## config.mk

```make
export PLATFORM = sky130hd
export DESIGN_NAME = ahb_lite_slave_mux_n
export DESIGN_NICKNAME = d
export VERILOG_FILES = /design/src/rtl/ahb_lite_slave_mux_n.sv
export SDC_FILE = /design/constraint.sdc
export NUM_CORES = 1
export LEC_CHECK = 0
export ABC_AREA = 0
export BUFFER_PORTS_ARGS = -buffer_cell sky130_fd_sc_hd__buf_2
export CORE_AREA = 2 2 68 70
export CTS_CLUSTER_DIAMETER = 50
export DETAILED_ROUTE_END_ITERATION = 8
export DIE_AREA = 0 0 70 72
export PLACE_DENSITY = 0.74
export SYNTH_ARGS = -nofsm -noshare
export SYNTH_HDL_FRONTEND = slang
export SYNTH_SLANG_ARGS = --single-unit
```

## constraint.sdc

```tcl
create_clock -name clk -period 1.8 [get_ports clk]
set_input_delay 0.36 -clock clk [delete_from_list [all_inputs] [get_ports clk]]
set_output_delay 0.36 -clock clk [all_outputs]
set_load 0.03 [all_outputs]
```

## src/rtl/ahb_lite_slave_mux_n.sv

```systemverilog
// AHB-Lite address decoder and data-phase response mux for SLV_CNT slaves plus a built-in ERROR default slave.
// Optional stalled-slave watchdog with quarantine: define AHB_MUX_TIMEOUT_EN.
module ahb_lite_slave_mux_n #(
  parameter int unsigned                     SLV_CNT        = 3,
  parameter int unsigned                     AHB_WIDTH      = 32,
  parameter logic [SLV_CNT*AHB_WIDTH-1:0]    SLV_BASE       = {32'hF000_0000, 32'hFFFE_0000, 32'hFFDF_0000},
  parameter logic [SLV_CNT*AHB_WIDTH-1:0]    SLV_MASK       = {32'hFF00_0000, 32'hFFFE_0000, 32'hFFFF_0000},
  parameter int unsigned                     TIMEOUT_CYCLES = 256
) (
  input  logic                           clk,
  input  logic                           rst_n,
  input  logic [AHB_WIDTH-1:0]           m_haddr,
  input  logic [1:0]                     m_htrans,
  output logic [AHB_WIDTH-1:0]           m_hrdata,
  output logic                           m_hready,
  output logic                           m_hresp,
  output logic [SLV_CNT-1:0]             s_hsel,
  input  logic [SLV_CNT-1:0]             s_hreadyout,
  input  logic [SLV_CNT-1:0]             s_hresp,
`ifdef AHB_MUX_TIMEOUT_EN
  input  logic [SLV_CNT*AHB_WIDTH-1:0]   s_hrdata,
  output logic                           err_timeout
`else
  input  logic [SLV_CNT*AHB_WIDTH-1:0]   s_hrdata
`endif
);

  localparam int unsigned IDX_W = (SLV_CNT > 1) ? $clog2(SLV_CNT) : 1;

  typedef enum logic [1:0] {
    ST_NONE = 2'd0,
    ST_SLV  = 2'd1,
    ST_ERR1 = 2'd2,
    ST_ERR2 = 2'd3
  } state_t;

  state_t                 state;
  logic [IDX_W-1:0]       owner;
  logic [SLV_CNT-1:0]     hit;
  logic [SLV_CNT-1:0]     hit_ok;
  logic                   any_hit;
  logic [IDX_W-1:0]       win_idx;
  logic [AHB_WIDTH-1:0]   rdata_arr [SLV_CNT];

  // Raw address decode against every base/mask pair
  always_comb begin
    hit = '0;
    for (int i = 0; i < int'(SLV_CNT); i++) begin
      hit[i] = ((m_haddr & SLV_MASK[i*AHB_WIDTH +: AHB_WIDTH]) == SLV_BASE[i*AHB_WIDTH +: AHB_WIDTH]);
    end
  end

`ifdef AHB_MUX_TIMEOUT_EN
  localparam int unsigned CNT_W = $clog2(TIMEOUT_CYCLES + 1);

  logic [SLV_CNT-1:0]     quar;
  logic [CNT_W-1:0]       stall_cnt;
  logic                   timeout_hit;

  assign hit_ok      = hit & ~quar;
  assign timeout_hit = (state == ST_SLV) && !s_hreadyout[owner] &&
                       (stall_cnt == CNT_W'(TIMEOUT_CYCLES - 1));
`else
  assign hit_ok = hit;
`endif

  // Lowest-index hit wins on overlap
  always_comb begin
    any_hit = 1'b0;
    win_idx = '0;
    for (int i = 0; i < int'(SLV_CNT); i++) begin
      if (hit_ok[i] && !any_hit) begin
        any_hit = 1'b1;
        win_idx = IDX_W'(i);
      end
    end
    s_hsel = any_hit ? (SLV_CNT'(1) << win_idx) : '0;
  end

  for (genvar g = 0; g < SLV_CNT; g++) begin : g_rdata
    assign rdata_arr[g] = s_hrdata[g*AHB_WIDTH +: AHB_WIDTH];
  end

  // Data-phase response follows the registered owner
  always_comb begin
    m_hready = 1'b1;
    m_hresp  = 1'b0;
    m_hrdata = '0;
    case (state)
      ST_SLV: begin
        m_hready = s_hreadyout[owner];
        m_hresp  = s_hresp[owner];
        m_hrdata = rdata_arr[owner];
      end
      ST_ERR1: begin
        m_hready = 1'b0;
        m_hresp  = 1'b1;
      end
      ST_ERR2: m_hresp = 1'b1;
      default: ;
    endcase
  end

  // Owner FSM: a new owner is latched only while m_hready is high
  always_ff @(posedge clk or negedge rst_n) begin
    if (!rst_n) begin
      state <= ST_NONE;
      owner <= '0;
`ifdef AHB_MUX_TIMEOUT_EN
      quar        <= '0;
      stall_cnt   <= '0;
      err_timeout <= 1'b0;
`endif
    end else begin
`ifdef AHB_MUX_TIMEOUT_EN
      err_timeout <= 1'b0;
      quar        <= quar & ~s_hreadyout;
      stall_cnt   <= '0;
`endif
      if (state == ST_ERR1) begin
        state <= ST_ERR2;
      end else if (m_hready) begin
        if (!m_htrans[1]) begin
          state <= ST_NONE;
        end else if (any_hit) begin
          state <= ST_SLV;
          owner <= win_idx;
        end else begin
          state <= ST_ERR1;
        end
      end
`ifdef AHB_MUX_TIMEOUT_EN
      else if (timeout_hit) begin
        state       <= ST_ERR1;
        quar[owner] <= 1'b1;
        err_timeout <= 1'b1;
      end else if (state == ST_SLV) begin
        stall_cnt <= stall_cnt + CNT_W'(1);
      end
`endif
    end
  end

endmodule
```

# --- Word level (Yosys, flattened, before mapping) ---
# Cells that the tools add are included.
word_totals:
  out_inout_bits: 37
  word_cells: 40
  register_bits: 4
  in_bits: 138
classes:
  order_cmp: 2
  n_reduce_logical: 7
  shift: 1
  mux: 20
  bitwise_logic: 2
  eq_ne: 6
op_table:
  columns: ["operator", "n"]
  rows:
  - ["$mux 32", 3]
  - ["$bmux 32 s2", 1]
  - ["$eq 16x16->1 const B", 1]
  - ["$eq 15x15->1 const B", 1]
  - ["$mux 2", 5]
  - ["$eq 8x8->1 const B", 1]
  - ["$mux 1", 6]
  - ["$bmux 1 s2", 2]
  - ["$eq 2x2->1 const B", 2]
  - ["$pmux 1 s2", 2]
  - ["$reduce_and 4->1", 1]
  - ["$ge 3x3->1 const B", 1]
  - ["$lt 2x3->1 const B", 1]
  - ["$mux 3", 1]
  - ["$not 2->3", 1]
  - ["$shl 1x2->3 const A", 1]
  - ["$eq 2x1->1 const B", 1]
  - ["$logic_and 1x1->1", 2]
  - ["$logic_not 1->1", 2]
  - ["$reduce_bool 2->1", 1]
  - ["$reduce_or 2->1", 1]
  - ["$not 1->1", 1]

# --- Longest topological paths before layout ---
# Gate-level depths: netlist of run 1.
logic_depth:
  word_depth: 12
  depth_mapped: 7

# --- Least setup slack after synthesis of run 1 ---
# Ideal clock, no wire load.
synth_timing:
  path_kind: "input to register"
  start: "input m_haddr[25]"
  end: "register owner[0]"
  setup_ns: 0.125
  slack_ns: -0.254
  n_path_buf: 0
  t_arrival_ns: 1.930
  cell_stages: 5
  path_cell_list: "or4_1 nor2_1 a21oi_2 nor2_2 mux2_2"
synth_via:
  elab_chain_cells: 9
  word_cells_on_any_way: 13
  cone_classes: "eq/ne: 3; mux: 5; reduce/logical: 5"
synth_rtl:
  columns: ["element", "line", "source"]
  rows:
  - ["from (decl)", "12", "input logic [AHB_WIDTH-1:0] m_haddr,"]
  - ["$eq 16x16->1", "49", "hit[i] = ((m_haddr & SLV_MASK[i*AHB_WIDTH +: AHB_WIDTH]) == SLV_BASE[i*AHB_WIDTH +: AHB_WIDTH]);"]
  - ["$mux 1", "72", "if (hit_ok[i] && !any_hit) begin"]
  - ["$logic_not 1->1", "72", null]
  - ["$logic_and 1x1->1", "72", null]
  - ["$mux 1", "72", null]
  - ["$logic_not 1->1", "72", null]
  - ["$logic_and 1x1->1", "72", null]
  - ["$mux 1", "72", null]
  - ["$reduce_and 4->1 (no source line)", null, null]
  - ["to (signal assigned)", "127", "owner <= win_idx;"]
  - ["to (decl)", "38", "logic [IDX_W-1:0] owner;"]
# Several ways; a longest one is shown, not always the timed one.
# A chain may end at the register's enable or synchronous reset.

# --- Final worst setup path of run 1 ---
layout_timing:
  start: "register owner[1]"
  end: "output m_hready"
layout_via:
  elab_chain_cells: 3
layout_rtl:
  columns: ["element", "line", "source"]
  rows:
  - ["$bmux 1 s2", "91", "m_hready = s_hreadyout[owner];"]
  - ["$mux 1 (implied by the code)", "91", null]
  - ["$pmux 1 s2", "89", "case (state)"]
  - ["to (decl)", "15", "output logic m_hready,"]
# No other way between the ends. The select of a mux whose other input is x is not followed.

==> results_dict.tcl, run 1 <==
set metrics [dict create \
    chipWidth_um 70 \
    dieArea_mm2 0.005040 \
    slew_headroom_pct 80.09 \
    fmax_ghz 0.5165 \
    fin_crit_ns 1.936 \
    cp-start-kind "flop" \
    ys_top_cells_by_area "mux2i_1, nor2_1, a21oi_1" \
    ant_nets 0 \
    antenna_found_initial 0 \
    cp_data_arrival_time_ns 1.58 \
    drtIter0Drc 41 \
    route.detailed.drc 0 \
    layout.nets 487 \
    finalCritPeriodShare_pct 107.6 \
    ys_seq_area_share_pct 8.909 \
    ys_async_sr_fraction_pct 100.0 \
    crit_family "buffers and inverters" \
    synth_top_area_share_pct 30.29 \
    antennaDiodeCount 0 \
    cts_made_buffers 3 \
    ir_drop_mv 0.7320 \
    setup_viol 33 \
    grt_pass1_vias 1839 \
    critPathCaptureType "output pin" \
    synth-warning-count 0 \
    cts_tree "done" \
    synthTopCellsByCount "nor2_1, mux2i_1, a21oi_1" \
    status "complete, but fails checks" \
    dr.pass1.iters 4 \
    synthCells 181 \
    hpwl_um 3712 \
    path_cells "buf_6 > buf_6 > mux2i_4 > o311ai_4 > buf_6" \
    numClockSinks 4 \
    grt_usage_pct 18.57 \
    grt_max_degree 21 \
    syn_nets 319 \
    wire_per_inst_um 13.13 \
    root_buffer "clkbuf_8" \
    critical_path_buf_inv_count 3 \
    clk_latency_ns 0.22 \
    htreeDepth 1 \
    routed_wl_um 5253 \
    synth_edf_count 0 \
    setup_ws_ns -0.1362 \
    num_vias 1945 \
    synth_top_area_cell "mux2i_1" \
    synth_area_per_cell_um2 6.208 \
    p_leak_nw 1.220 \
    worstMarginPinSlew_ns 0.2979 \
    gp_congestion 0.7393 \
    fin_setup_tns_ns -1.490 \
    place_ws_ns -0.008745 \
    synth_ff_type "dfrtp_1" \
    crit_slowest_cell "dfrtp_2" \
    crit_fanout 4 \
    area_delta_synth_final_pct 136.5 \
    ys_ff_latch 4 \
    violations "setup timing" \
    start_util_pct 26.35 \
    fp.dieH_um 72 \
    cts.clk_slew.worst_paths_ns 0.03 \
    hold_path.class "in -> reg" \
    cpPeakStageDelay_ns 0.41 \
    drv_slew 0 \
    core_area_mm2 0.004264 \
    crit_top_cell "buf_6" \
    powerDensity_mw_per_mm2 688.7 \
    yosysUniqueCellTypes 28 \
    num_io_pins 175 \
    synth.most_common_cell "nor2_1" \
    synth_area_mm2 0.001124 \
    drive_gt1_share_pct 69.54 \
    grt_overflow 0 \
    required_ns 1.44 \
    maxCapViolCount 0 \
    hold_viol 0 \
    rsz0062_at_grt "yes" \
    clock_path_buffers 2 \
    skew_ns 0.002777 \
    routed_via_density 4.863 \
    rows 24 \
    crit_type "reg -> out" \
    portBuffers 157 \
    grt_pass1_wl_um 7817 \
]
cell type report:
| class | instances | area (um^2) |
|---|---|---|
| flip-flops and latches | 4 | 101.3 |
| inverters | 1 | 3.754 |
| clock buffers | 4 | 45.04 |
| multi-input cells | 161 | 1180 |
| repair buffers | 178 | 1262 |
| well taps | 52 | 65.06 |
| fillers | 365 | 1607 |
per-layer routing:
layer | share of wire, % | vias to the layer above | GRT usage [%] | wire, um
li1 | - | 960 | - | -
met1 | 37 | 870 | 19.11 | 1960
met2 | 53 | 111 | 36.61 | 2788
met3 | 8.9 | 4 | 4.722 | 468
met4 | 0.69 | 0 | 5.983 | 36
met5 | 0 | - | 0 | 0
placed cells by master, fill, tap and decap left out, types with 2 or more instances in the layout:
cell type and count:
buf_4 11, buf_8 2, mux2i_1 32, a21oi_2 22
clkbuf_8 3, nor2_2 25, nand4_1 3, dfrtp_1 3
buf_2 123, a21oi_1 11, nand2_1 6, buf_6 35
nor2_4 7, clkbuf_16 2, buf_12 4, nor2_1 36
cells by family (layout without fill, tap and decap cells):
group | count (synthesis) | count (layout) | share of synthesized area [%]
AOI/OAI and AO/OA | 40 | 40 | 20.05
and+or+nand+nor | 84 | 84 | 31.29
DFF | 4 | 4 | 8.909
buffers and inverters | 16 | 183 | 6.681
xor gates and xnor gates | 1 | 1 | 0.7797
muxes | 36 | 36 | 32.29
stage by stage:
stage | cell area (um^2) | util [%] | hold WS (ns) | cells | power, mW
after floorplan | 1247 | - | 0.06441 | 181 | 0.9726
after global placement | 2132 | 50.00 | 0.1691 | 385 | 1.348
after detailed placement | 2132 | 50.00 | 0.1709 | 385 | 1.355
after CTS | 2435 | 57.10 | 0.4188 | 392 | 1.805
after global routing | 2658 | 62.32 | 0.4262 | 400 | 1.932
final | 2658 | 62.32 | 0.4241 | 400 | 1.830
sequential cells by signal (all words and copies together) (netlist names):
register and count:
state 2, owner 2
what timing repair did:
| item | in CTS | in global routing |
|---|---|---|
| setup buffers | 2 | 6 |
| gates resized for setup | 73 | 30 |
| endpoints found under the setup margin | 34 | 36 |
| pin swaps | 1 | 4 |
| cloned | 0 | 2 |
| endpoints found under the hold margin | 4 | 0 |
| hold buffers | 1 | 0 |
worst reg2reg max path, stage by stage (launching register included):
cell and delay [ns]:
dfrtp_2 0.41, buf_6 0.14, buf_6 0.12, mux2i_4 0.18
o311ai_4 0.33, nand2_1 0.11, nor2_2 0.13, mux2_2 0.35
report_power, final:
group / internal (mW) / total, mW / switching, mW
sequential: 0.114 / 0.156 / 0.0424
combinational: 0.644 / 1.47 / 0.829
clock: 0.152 / 0.201 / 0.0498
total: 0.909 / 1.83 / 0.921
path summary, 6_finish.rpt:
path | start | end | slack, ns | cells past startpoint
worst max-delay path | owner[1]$_DFFE_PN0P_ | m_hready | -0.14 | 5
worst min-delay path | m_htrans[1] | state[0]$_DFFE_PN0P_ | 0.42 | 3
worst max register to register | owner[1]$_DFFE_PN0P_ | owner[1]$_DFFE_PN0P_ | -0.08 | 7
worst min register to register | state[0]$_DFFE_PN0P_ | state[1]$_DFFE_PN0P_ | 0.56 | 1
max in group asynchronous | rst_n | owner[1]$_DFFE_PN0P_ | 1.20 | 2
min in group asynchronous | rst_n | owner[0]$_DFFE_PN0P_ | 0.47 | 2
Note: power is estimated with default switching activity, not from simulation.
==> inputs of run 2 (changes only) <==
--- a/config.mk
+++ b/config.mk
@@ -12,6 +12,7 @@
 export DETAILED_ROUTE_END_ITERATION = 8
 export DIE_AREA = 0 0 70 72
 export PLACE_DENSITY = 0.74
+export REMOVE_ABC_BUFFERS = 1
 export SYNTH_ARGS = -nofsm -noshare
 export SYNTH_HDL_FRONTEND = slang
 export SYNTH_SLANG_ARGS = --single-unit
==> results_dict.tcl, run 2 (synthesis gave the netlist of run 1 again) <==
set metrics [dict create \
    numClockSinks 4 \
    cpPeakStageDelay_ns 0.48 \
    power.net_switching_mw 0.8185 \
    layout.nets 478 \
    cp_data_arrival_time_ns 1.58 \
    gp_congestion 0.7216 \
    slew_headroom_pct 79.76 \
    clock_path_buffers 2 \
    powerDensity_mw_per_mm2 698.5 \
    routed_wl_um 4840 \
    maxCapViolCount 0 \
    post-route-util_pct 52.49 \
    startpoint "owner[1]$_DFFE_PN0P_" \
    gr-max-usage-layer "met2" \
    violations "setup timing" \
    drv_slew 0 \
    dpl.cell_count 384 \
    hp-start "m_htrans[1]" \
    antennaDiodeCount 0 \
    fmax_ghz 0.5166 \
    multi_input_area_mm2 0.001011 \
    reg.largest.list "owner x2, state x2" \
    finalCritPeriodShare_pct 107.5 \
    worstMarginPinSlew_ns 0.3028 \
    routed_via_density 4.785 \
    chipWidth_um 70 \
    htreeDepth 1 \
    grt_util_met3_pct 2.500 \
    grtUsageMet1_pct 19.65 \
    intPower_mw 0.7451 \
    ir_drop_mv 0.5987 \
    p_clk_share_pct 13.2 \
    dr.pass1.iters 4 \
    p_leak_nw 1.137 \
    area_delta_synth_final_pct 99.22 \
    rows 24 \
    core_area_mm2 0.004264 \
    setup_ws_ns -0.1359 \
    dieArea_mm2 0.005040 \
    grt_pass1_wl_um 7879 \
    power_frac_seq_pct 10.0 \
    fp.dieH_um 72 \
    start_util_pct 26.35 \
    switching_share_pct 52.35 \
    cts.clk_slew.worst_paths_ns 0.04 \
    route.detailed.drc 0 \
    rsz0062_at_grt "yes" \
    finalInstanceArea_mm2 0.002238 \
    grt_overflow 0 \
    num_io_pins 175 \
    critPathCaptureType "output pin" \
    grt_max_degree 23 \
    status "complete, but fails checks" \
    fin_crit_ns 1.936 \
    hold_path.class "in -> reg" \
    grt_usage_pct 18.49 \
    drive_gt1_share_pct 54.57 \
    antenna_found_initial 0 \
    grt_pass1_vias 1879 \
    crit_fanout 6 \
    ant_nets 0 \
    cts_tree "done" \
    required_ns 1.44 \
    crit_slowest_cell "dfrtp_2" \
    final_cell_mix "buf_2, nor2_1, buf_4" \
    hpwl_um 3620 \
    place_area_mm2 0.002024 \
    root_buffer "clkbuf_8" \
    final.fill_count 431 \
    num_vias 1871 \
    regArea_um2 101.3 \
    pwr-share-comb_pct 76.8 \
    drtIter0Drc 22 \
    final_common_cell "buf_2" \
    place_ws_ns -0.05268 \
    path_cells "buf_6 > mux2i_4 > o311ai_4 > buf_6" \
    fin_setup_tns_ns -1.607 \
    wire_per_inst_um 12.38 \
    hold_viol 0 \
    skew_ns 0.008636 \
    cp-start-kind "flop" \
    final_cells 391 \
    use_met2_pct 37.57 \
    timing.rr.start "owner[1]$_DFFE_PN0P_" \
    crit_top_cell "buf_6" \
    setup_viol 36 \
    portBuffers 157 \
    cts_made_buffers 3 \
    clk_latency_ns 0.22 \
    crit_type "reg -> out" \
]
run 2: area by class of cell:
cell class,instances,share of cell area [%]
flip-flops and latches,4,4.528
well taps,52,2.907
inverters,1,0.1677
repair buffers,169,45.22
multi-input cells,161,45.16
clock buffers,4,2.012
run 2: power by group through the flow:
stage               combinational [mW]  clock [mW]  sequential [mW]
floorplan                        0.664           0            0.143
global placement                  1.04           0            0.153
detailed placement                1.05           0            0.152
CTS                               1.19       0.203            0.156
global route                      1.29       0.220            0.160
finish                            1.20       0.206            0.156
run 2: metrics by stage:
| stage | total power [mW] | hold WS [ns] |
|---|---|---|
| 2_1_floorplan | 0.8071 | 0.06441 |
| 3_3_place_gp | 1.197 | 0.1649 |
| 3_5_place_dp | 1.207 | 0.1665 |
| 4_1_cts | 1.552 | 0.4193 |
| 5_1_grt | 1.669 | 0.4272 |
| 6_report | 1.564 | 0.4273 |
run 2: final timing paths:
kind	endpoint	slack [ns]	depth (start not counted)
min in group asynchronous	owner[0]$_DFFE_PN0P_	0.48	2
worst max-delay path	m_hready	-0.14	4
worst min-delay path	state[1]$_DFFE_PN0P_	0.43	3
worst max register to register	owner[1]$_DFFE_PN0P_	-0.05	6
max in group asynchronous	owner[1]$_DFFE_PN0P_	1.19	2
worst min register to register	state[1]$_DFFE_PN0P_	0.56	1
run 2: worst max-delay path: cells and delay by family (launching register included):
family,cells,cell delay [ns]
flops,1,0.48
mux,1,0.19
buf+inv,2,0.33
compound gates,1,0.35
run 2: routing by layer:
metal	vias to the layer above	share of wire [%]
met5	-	0
met4	0	0.76
met3	6	7.8
met2	97	55
met1	827	36
li1	941	-
run 2: timing repair:
action,CTS,global route
pin swaps,2,2
buffers inserted,2,0
hold endpoints to repair,4,0
hold buffers,1,0
endpoints found under the setup margin,34,37
gates resized for setup,37,9
cloned,1,0
==> inputs of run 3 (changes only) <==
--- a/config.mk
+++ b/config.mk
@@ -7,11 +7,13 @@
 export LEC_CHECK = 0
 export ABC_AREA = 0
 export BUFFER_PORTS_ARGS = -buffer_cell sky130_fd_sc_hd__buf_2
-export CORE_AREA = 2 2 68 70
+export CELL_PAD_IN_SITES_DETAIL_PLACEMENT = 1
+export CELL_PAD_IN_SITES_GLOBAL_PLACEMENT = 2
+export CORE_MARGIN = 2
+export CORE_UTILIZATION = 10
 export CTS_CLUSTER_DIAMETER = 50
 export DETAILED_ROUTE_END_ITERATION = 8
-export DIE_AREA = 0 0 70 72
-export PLACE_DENSITY = 0.74
+export PLACE_DENSITY_LB_ADDON = 0.1
 export REMOVE_ABC_BUFFERS = 1
 export SYNTH_ARGS = -nofsm -noshare
 export SYNTH_HDL_FRONTEND = slang
==> constraint.sdc (replaced) <==
create_clock -name clk -period 1.6 [get_ports clk]
set_input_delay 0.32 -clock clk [delete_from_list [all_inputs] [get_ports clk]]
set_output_delay 0.32 -clock clk [all_outputs]
set_load 0.03 [all_outputs]
==> results_dict.tcl, run 3 (synthesis gave the netlist of run 1 again) <==
set metrics [dict create \
    num_io_pins 175 \
    pwr-share-comb_pct 77.5 \
    clk_latency_ns 0.22 \
    dieArea_mm2 0.01210 \
    final_cell_mix "buf_2, nor2_1, buf_4" \
    grt_overflow 0 \
    maxCapViolCount 0 \
    rows 38 \
    chipWidth_um 110 \
    core_area_mm2 0.01089 \
    drive_gt1_share_pct 55.62 \
    area_delta_synth_final_pct 114.9 \
    p_clk_share_pct 12.6 \
    final_common_cell "buf_2" \
    layout.nets 486 \
    grt_pass1_wl_um 9287 \
    cts_made_buffers 3 \
    hold_path.class "in -> reg" \
    routed_via_density 3.856 \
    root_buffer "clkbuf_8" \
    routed_wl_um 6188 \
    critPathCaptureType "output pin" \
    powerDensity_mw_per_mm2 742.3 \
    hold_slack_ns 0.3928 \
    grt_pass1_vias 1937 \
    cp-start-kind "flop" \
    grt_max_degree 21 \
    fin_crit_ns 1.919 \
    route.detailed.drc 0 \
    start_util_pct 10.32 \
    grt_usage_pct 9.559 \
    wire_per_inst_um 12.71 \
    antennaDiodeCount 0 \
    cp_data_arrival_time_ns 1.60 \
    intPower_mw 0.8502 \
    dpl.cell_count 477 \
    final.fill_count 1379 \
    setup_viol 36 \
    worstMarginPinSlew_ns 0.3043 \
    finalPower_mw 1.793 \
    crit_slowest_cell "dfrtp_2" \
    power.net_switching_mw 0.9424 \
    p_leak_nw 1.166 \
    violations "setup timing" \
    cpPeakStageDelay_ns 0.46 \
    clock_path_buffers 2 \
    hold_viol 0 \
    drv_slew 0 \
    ant_nets 0 \
    path_cells "buf_4 > buf_6 > mux2i_2 > o311ai_4 > buf_6" \
    hpwl_um 5029 \
    reg.largest.list "owner x2, state x2" \
    num_vias 1878 \
    drtIter0Drc 47 \
    antenna_found_initial 0 \
    fmax_ghz 0.5212 \
    skew_ns 0.002157 \
    status "complete, but fails checks" \
    switching_share_pct 52.57 \
    crit_fanout 6 \
    htreeDepth 1 \
    portBuffers 157 \
    rsz0062_at_grt "yes" \
    gp_congestion 0.6370 \
    cts_tree "done" \
    fp.dieH_um 110 \
    numClockSinks 4 \
    ir_drop_mv 0.2329 \
    final_cells 487 \
    setup_ws_ns -0.3187 \
    slew_headroom_pct 79.66 \
    cts.clk_slew.worst_paths_ns 0.03 \
    dr.pass1.iters 3 \
    finalCritPeriodShare_pct 119.9 \
    crit_top_cell "buf_6" \
    power_frac_seq_pct 9.9 \
    crit_type "reg -> out" \
    required_ns 1.28 \
]
[run 3: power by group through the flow]
| stage | combinational [mW] | clock [mW] | sequential (mW) |
|---|---|---|---|
| floorplan | 0.747 | 0 | 0.161 |
| global placement | 1.24 | 0 | 0.175 |
| detailed placement | 1.24 | 0 | 0.176 |
| CTS | 1.34 | 0.235 | 0.175 |
| global route | 1.50 | 0.244 | 0.185 |
| finish | 1.39 | 0.226 | 0.178 |
[run 3: critical path, delay by kind of cell, from the launching register on]
kind,cells,cell delay (ns)
buffers and inverters,3,0.44
multiplexers,1,0.16
AO/OA/AOI/OAI,1,0.30
flip-flops,1,0.46
[run 3: final timing paths]
kind | cells after the start | end | slack [ns] | startpoint
worst max-delay path | 5 | m_hready | -0.32 | owner[1]$_DFFE_PN0P_
worst min-delay path | 3 | state[1]$_DFFE_PN0P_ | 0.39 | m_htrans[1]
worst max register to register | 7 | owner[0]$_DFFE_PN0P_ | -0.30 | owner[1]$_DFFE_PN0P_
worst min register to register | 1 | state[1]$_DFFE_PN0P_ | 0.56 | state[0]$_DFFE_PN0P_
max in group asynchronous | 2 | owner[1]$_DFFE_PN0P_ | 1.02 | rst_n
min in group asynchronous | 2 | owner[0]$_DFFE_PN0P_ | 0.45 | rst_n
[run 3: final cells by class]
cell class	instances	area [um^2]	share of cell area, %
multi-input cells	161	999.7	41.40
flip-flops and latches	4	102.6	4.249
repair buffers	177	1089	45.08
inverters	1	3.754	0.1554
well taps	140	175.2	7.254
clock buffers	4	45.04	1.865
[run 3: repair_timing]
action	4_1_cts	5_1_grt
setup buffers	3	2
endpoints found under the hold margin	4	0
endpoints found under the setup margin	37	39
pin swaps	2	7
resized for setup	33	27
hold buffers	1	0
gates cloned	0	0
[run 3: per-stage QoR]
step	instance area, um^2	TNS, ns	worst slack [ns]	util (%)
floorplan	1052	-57.60	-1.596	-
global placement	2140	-2.800	-0.1888	19.65
detailed placement	2140	-2.941	-0.2202	19.65
CTS	2306	-9.598	-0.3176	21.18
global route	2415	-12.86	-0.4050	22.18
finish	2415	-9.172	-0.3187	22.18
[run 3: per-layer routing]
metal	track usage [%]	vias to the layer above	part of all wire, %
met5	0	-	0
met4	1.085	0	0.31
met3	2.704	4	11
met2	17.35	90	47
met1	11.46	826	42
li1	-	958	-
